File: src/rtl/alu_exec_unit.sv
// Registered ALU execute stage with valid/ready on both sides.
// Most ops finish in one cycle; SLL uses a one-bit-per-cycle serial shifter.
module alu_exec_unit #(
    parameter int WIDTH = 32,
    parameter int SHW   = $clog2(WIDTH)
) (
    input  logic             clk,
    input  logic             rst,
    input  logic             in_valid,
    output logic             in_ready,
    input  logic [3:0]       ALU_op,
    input  logic [WIDTH-1:0] A,
    input  logic [WIDTH-1:0] B,
    output logic             out_valid,
    input  logic             out_ready,
    output logic [WIDTH-1:0] result,
    output logic             zero
);

    localparam logic [3:0] OP_ADD = 4'b0000;
    localparam logic [3:0] OP_SUB = 4'b1000;
    localparam logic [3:0] OP_AND = 4'b0111;
    localparam logic [3:0] OP_OR  = 4'b0110;
    localparam logic [3:0] OP_XOR = 4'b0100;
    localparam logic [3:0] OP_SLL = 4'b0001;
    localparam logic [3:0] OP_SLT = 4'b0010;

    typedef enum logic [1:0] {
        IDLE  = 2'b00,
        SHIFT = 2'b01,
        DONE  = 2'b10
    } state_t;

    state_t           state, state_next;
    logic [WIDTH-1:0] shreg;
    logic [SHW-1:0]   cnt;
    logic [WIDTH-1:0] alu_res;
    logic [WIDTH-1:0] shreg_next;
    logic [SHW-1:0]   shamt;
    logic             accept;
    logic             start_shift;
    logic             shift_last;

    function automatic logic [WIDTH-1:0] alu_calc(
        input logic [3:0]       op,
        input logic [WIDTH-1:0] a,
        input logic [WIDTH-1:0] b
    );
        logic [WIDTH-1:0] r;
        case (op)
            OP_SUB:  r = a - b;
            OP_AND:  r = a & b;
            OP_OR:   r = a | b;
            OP_XOR:  r = a ^ b;
            OP_SLL:  r = a << b[SHW-1:0];
            OP_SLT:  r = {{(WIDTH-1){1'b0}}, ($signed(a) < $signed(b))};
            OP_ADD:  r = a + b;
            default: r = a + b;
        endcase
        return r;
    endfunction

    assign in_ready    = !rst && ((state == IDLE) || ((state == DONE) && out_ready));
    assign out_valid   = (state == DONE);
    assign accept      = in_valid && in_ready;
    assign shamt       = B[SHW-1:0];
    // SLL by zero takes the single-cycle path; only n>0 needs the serial shifter.
    assign start_shift = (ALU_op == OP_SLL) && (shamt != '0);
    assign shreg_next  = shreg << 1;
    assign shift_last  = (cnt == SHW'(1));
    assign alu_res     = alu_calc(ALU_op, A, B);

    always_comb begin
        state_next = state;
        if (accept) begin
            state_next = start_shift ? SHIFT : DONE;
        end else begin
            case (state)
                IDLE:    state_next = IDLE;
                SHIFT:   if (shift_last) state_next = DONE;
                DONE:    if (out_ready) state_next = IDLE;
                default: state_next = IDLE;
            endcase
        end
    end

    always_ff @(posedge clk) begin
        if (rst) begin
            state  <= IDLE;
            result <= '0;
            zero   <= 1'b0;
            shreg  <= '0;
            cnt    <= '0;
        end else begin
            state <= state_next;
            if (accept && start_shift) begin
                shreg <= A;
                cnt   <= shamt;
            end else if (accept) begin
                result <= alu_res;
                zero   <= (alu_res == '0);
            end else if (state == SHIFT) begin
                shreg <= shreg_next;
                cnt   <= cnt - SHW'(1);
                if (shift_last) begin
                    result <= shreg_next;
                    zero   <= (shreg_next == '0);
                end
            end
        end
    end

endmodule

File: config.mk
export PLATFORM = sky130hd
export DESIGN_NAME = alu_exec_unit
export DESIGN_NICKNAME = d
export VERILOG_FILES = /design/src/rtl/alu_exec_unit.sv
export SDC_FILE = /design/constraint.sdc
export NUM_CORES = 1
export LEC_CHECK = 0
export CAP_MARGIN = 5
export CORE_UTILIZATION = 55
export CTS_BUF_LIST = sky130_fd_sc_hd__clkbuf_16
export DETAILED_ROUTE_END_ITERATION = 8
export PLACE_DENSITY = 0.77
export SLEW_MARGIN = 20
export SYNTH_ARGS = -nofsm -noshare
export SYNTH_HDL_FRONTEND = slang
export SYNTH_SLANG_ARGS = --single-unit
File: constraint.sdc
create_clock -name clk -period 14.4 [get_ports clk]
set_clock_uncertainty 0.1 [all_clocks]
set_input_delay 4.32 -clock clk [delete_from_list [all_inputs] [get_ports clk]]
set_output_delay 4.32 -clock clk [all_outputs]
set_load 0.005 [all_outputs]
# Yosys cells after proc, flatten, opt, wreduce, memory -nomap -nowiden
# Cells that the tools add are included.
[op_classes]
addsub = 3
magnitude_cmp = 1
eq_ne = 12
shift = 1
n_mux = 18
n_bitwise = 4
reduce_logical = 17
[op_table]
columns = ["operator", "n"]
rows = [
  ["$pmux W32 S6", 1],
  ["$mux W32", 3],
  ["$mux W31", 3],
  ["$logic_not A32 Y1", 2],
  ["$add A32 B32 Y32", 1],
  ["$and A32 B32 Y32", 1],
  ["$lt A32 B32 Y1", 1],
  ["$or A32 B32 Y32", 1],
  ["$shl A32 B5 Y32", 1],
  ["$sub A32 B32 Y32", 1],
  ["$xor A32 B32 Y32", 1],
  ["$mux W5", 3],
  ["$eq A4 B3 Y1 const B", 3],
  ["$mux W2", 4],
  ["$reduce_bool A2 Y1", 3],
  ["$eq A5 B1 Y1 const B", 1],
  ["$logic_and A1 B1 Y1", 5],
  ["$reduce_bool A5 Y1", 1],
  ["$sub A5 B1 Y5 const B", 1],
  ["$eq A4 B1 Y1 const B", 1],
  ["$eq A4 B2 Y1 const B", 1],
  ["$eq A4 B4 Y1 const B", 1],
  ["$pmux W2 S2", 1],
  ["$reduce_and A2 Y1", 2],
  ["other kinds (11)", 13],
]
[word_totals]
ff_bits = 71
output_inout_bits = 35
elab_cells = 61

# Logic depth before layout (Yosys ltp)
[logic_depth]
depth_word = 8
ltp_mapped = 17
ltp_nobuf = 15

# Worst setup path before layout
# OpenSTA, ideal clock, no wires.
[synth_path]
path_type = "input port to output port"
from = "input port rst"
to = "output port in_ready"
arrival_time_ns = 4.781
required_time_ns = 9.980
setup_slack_ns = 5.199
cell_stages = 2
path_cell_list = "clkbuf_1 > a211oi_1"
[synth_via]
elab_chain_len = 2
[synth_rtl]
columns = ["item", "line", "text"]
rows = [
  ["start: declaration", "8", "input logic rst,"],
  ["$logic_not A1 Y1", "63", "assign in_ready = !rst && ((state == IDLE) || ((state == DONE) && out_ready));"],
  ["$logic_and A1 B1 Y1", "63", ""],
  ["end: declaration", "10", "output logic in_ready,"],
]
# No other way between the ends.

# Final worst setup path
[layout_path]
from = "input port out_ready"
to = "output port in_ready"
[layout_via]
elab_chain_len = 3
[layout_rtl]
columns = ["item", "line", "text"]
rows = [
  ["start: declaration", "15", "input logic out_ready,"],
  ["$logic_and A1 B1 Y1", "63", ""],
  ["$logic_or A1 B1 Y1", "63", ""],
  ["$logic_and A1 B1 Y1", "63", ""],
]
# No other way between the ends.

==> results.cfg <==
[worst_hold_path]
hp-class = register to register
hold_path_depth = 2

[clock_network]
cts-hold-fix-buffers = 0
clk_latency_ns = 0.34
cts_made_buffers = 9
cts.repair.resized = 0
postCtsSetupBuffers = 0
cts-root-buf = clkbuf_16
htreeDepth = 3
cts.sinks = 71
cts.reportedPaths.clkPinSlew_ns = 0.05
cts_buffer_depth = 2
tritoncts = yes

[final_layout]
nets = 1748
area_growth_syn_to_layout_pct = 12.0
design_area_um2 = 12200
drive_above_1_share = 0.0684
stdcell_count = 1845
final_common_cell = nor2_1
final_cell_mix = nor2_1 (182), a21oi_1 (149), nand2_1 (146)
antenna_cells = 0
nFillCells = 1805

[global_routing]
grt_pass1_vias = 11900
grt.busiest_layer = met2
grt_max_degree = 74
grt_use_total = 0.441
grt_overflow = 0
grt_use_met3 = 0.0838
gr-usage-met2 = 0.668
grt_pass1_wl_um = 68300
grt_util_met1 = 0.559
grt_antenna_before_repair = 0

[die]
pin_count = 107
fp-row-count = 51
die_h_um = 143
initial_utilization = 0.562
die_w_um = 143
die_area_um2 = 20400
core_um2 = 19500

[flow_run]
cap_violations = 0

[synth]
synth_area_leader_cell = dfxtp_1
syn_inst = 1551
synth_area_per_cell_um2 = 7.05
ys_types = 90
yosysWarnings = 0
synthTopCellsByArea = dfxtp_1 (13%), ha_1 (11%), a21oi_1 (6.8%), nor2_1 (6.3%), mux4_2 (5.2%)
async_flop_share = 0
syn_area_um2 = 10900
synth_flop_cell = dfxtp_1
ys_ff_latch = 71
yosysTopAreaCellShare = 0.130
seq_area_frac_synth = 0.130
synth_edf_count = 0
syn-num-nets = 1724

[detailed_routing]
drc = 0
drt_iter0_drc = 1713
ant_nets = 0
routed_wl_um = 45000
vias = 12900
wl_per_cell_um = 24.4
dr.pass1.iters = 6
via_per_inst = 7.01

[worst_setup_path]
cp-endpoint = in_ready
required_ns = 9.98
arrival_ns = 5.68
start_kind = input port
r2r_end = zero
worstReg2RegStart = state[1]
cp_max_fo = 3
reg2reg_depth = 11
critPathLaunch = out_ready
end_kind = output port
worstSetupPathType = input port to output port
reg2reg_slack_ns = 10.49

[sta]
max_freq_ghz = 0.0990
setup-tns-final_ns = 0
post-route-period-util = 0.701
worst_pin_slew_ns = 1.19
maxSlewViolCount = 0
hold_violations = 0
finalSetupViolCount = 0
slew_headroom = 0.198
worst_slack_ns = 4.30
grt_setup_unrepaired = no
fin_crit_ns = 10.10

[pwr]
switching_share = 0.427
p_total_uw = 809
power.share.clock = 0.237
irDropWorstVdd_uv = 71.9
powerDensity_nw_per_um2 = 66.1
pwr-share-seq = 0.254
internal_power_uw = 464
p_switching_uw = 345
p_leak_nw = 4.73
combPwrFrac = 0.508

[placed_design]
gp_congestion = 1.05
io_buffers = 106
hpwlAfterDp_um = 34100
placed_area_um2 = 12000
dp_slack_ns = 4.32
dp.cells = 1829

[status]
status = complete, no violations
-- how the worst min path moves through the flow --
stage,start,to,slack [ns]
finish,result[25],result[25],0.36
global route,result[29],result[29],0.40
CTS,result[25],result[25],0.36
detailed placement,result[25],result[25],0.35
global placement,result[25],result[25],0.35
floorplan,result[25],result[25],0.35
-- metal layers --
metal / part of all wire / vias to the layer above
li1: - / 5783
met1: 0.38 / 5984
met2: 0.42 / 929
met3: 0.11 / 230
met4: 0.086 / 0
met5: 0 / -
-- sequential cells by signal, summed over array words and instances (netlist names) --
signal,count
result,32
zero,1
cnt,5
state,2
shreg,31
-- cell usage after synthesis (18+ instances only) --
cell type and n:
a211oi_1 51, a21oi_1 149, a22oi_1 28, buf_2 23, clkbuf_1 76, dfxtp_1 71, ha_1 99, inv_1 103
mux2i_1 34, mux4_2 25, nand2_1 146, nand2b_1 18, nand3_1 30, nor2_1 183, nor2b_1 19, nor3_1 36
nor4_1 20, o211ai_1 24, o21ai_0 98
-- worst max-delay path: stages --
cell and delay, ns:
clkdlybuf4s50_1 0.46, inv_1 0.07, a211oi_1 0.28, clkdlybuf4s50_1 0.55
-- cell families after synthesis --
logic type | after synthesis | share of synthesized area
simple gates | 526 | 0.224
mux | 74 | 0.0981
fa+ha+maj | 101 | 0.117
compound gates | 543 | 0.336
flops | 71 | 0.130
buf+inv | 220 | 0.0826
xor+xnor | 16 | 0.0128
-- power by group through the flow --
stage	sequential (mW)	clock [mW]	combinational [mW]
6_report	0.206	0.192	0.411
5_1_grt	0.206	0.202	0.437
3_3_place_gp	0.210	0	0.392
4_1_cts	0.206	0.193	0.396
3_5_place_dp	0.210	0	0.393
2_1_floorplan	0.209	0	0.258
-- final cells by class --
cell class / instances / area [µm²] / area share
Clock buffer: 9 / 225 / 0.0184
Multi-Input combinational cell: 1260 / 8640 / 0.705
Sequential cell: 71 / 1420 / 0.116
Clock inverter: 7 / 31.3 / 0.00256
Tap cell: 265 / 332 / 0.0271
Timing Repair Buffer: 127 / 1200 / 0.0979
Inverter: 106 / 398 / 0.0325
-- stage by stage --
step	util	hold slack, ns
6_report	0.629	0.357
3_5_place_dp	0.616	0.350
2_1_floorplan	-	0.348
4_1_cts	0.629	0.359
3_3_place_gp	0.616	0.346
5_1_grt	0.629	0.405
Note: power is estimated with default switching activity, not from simulation.
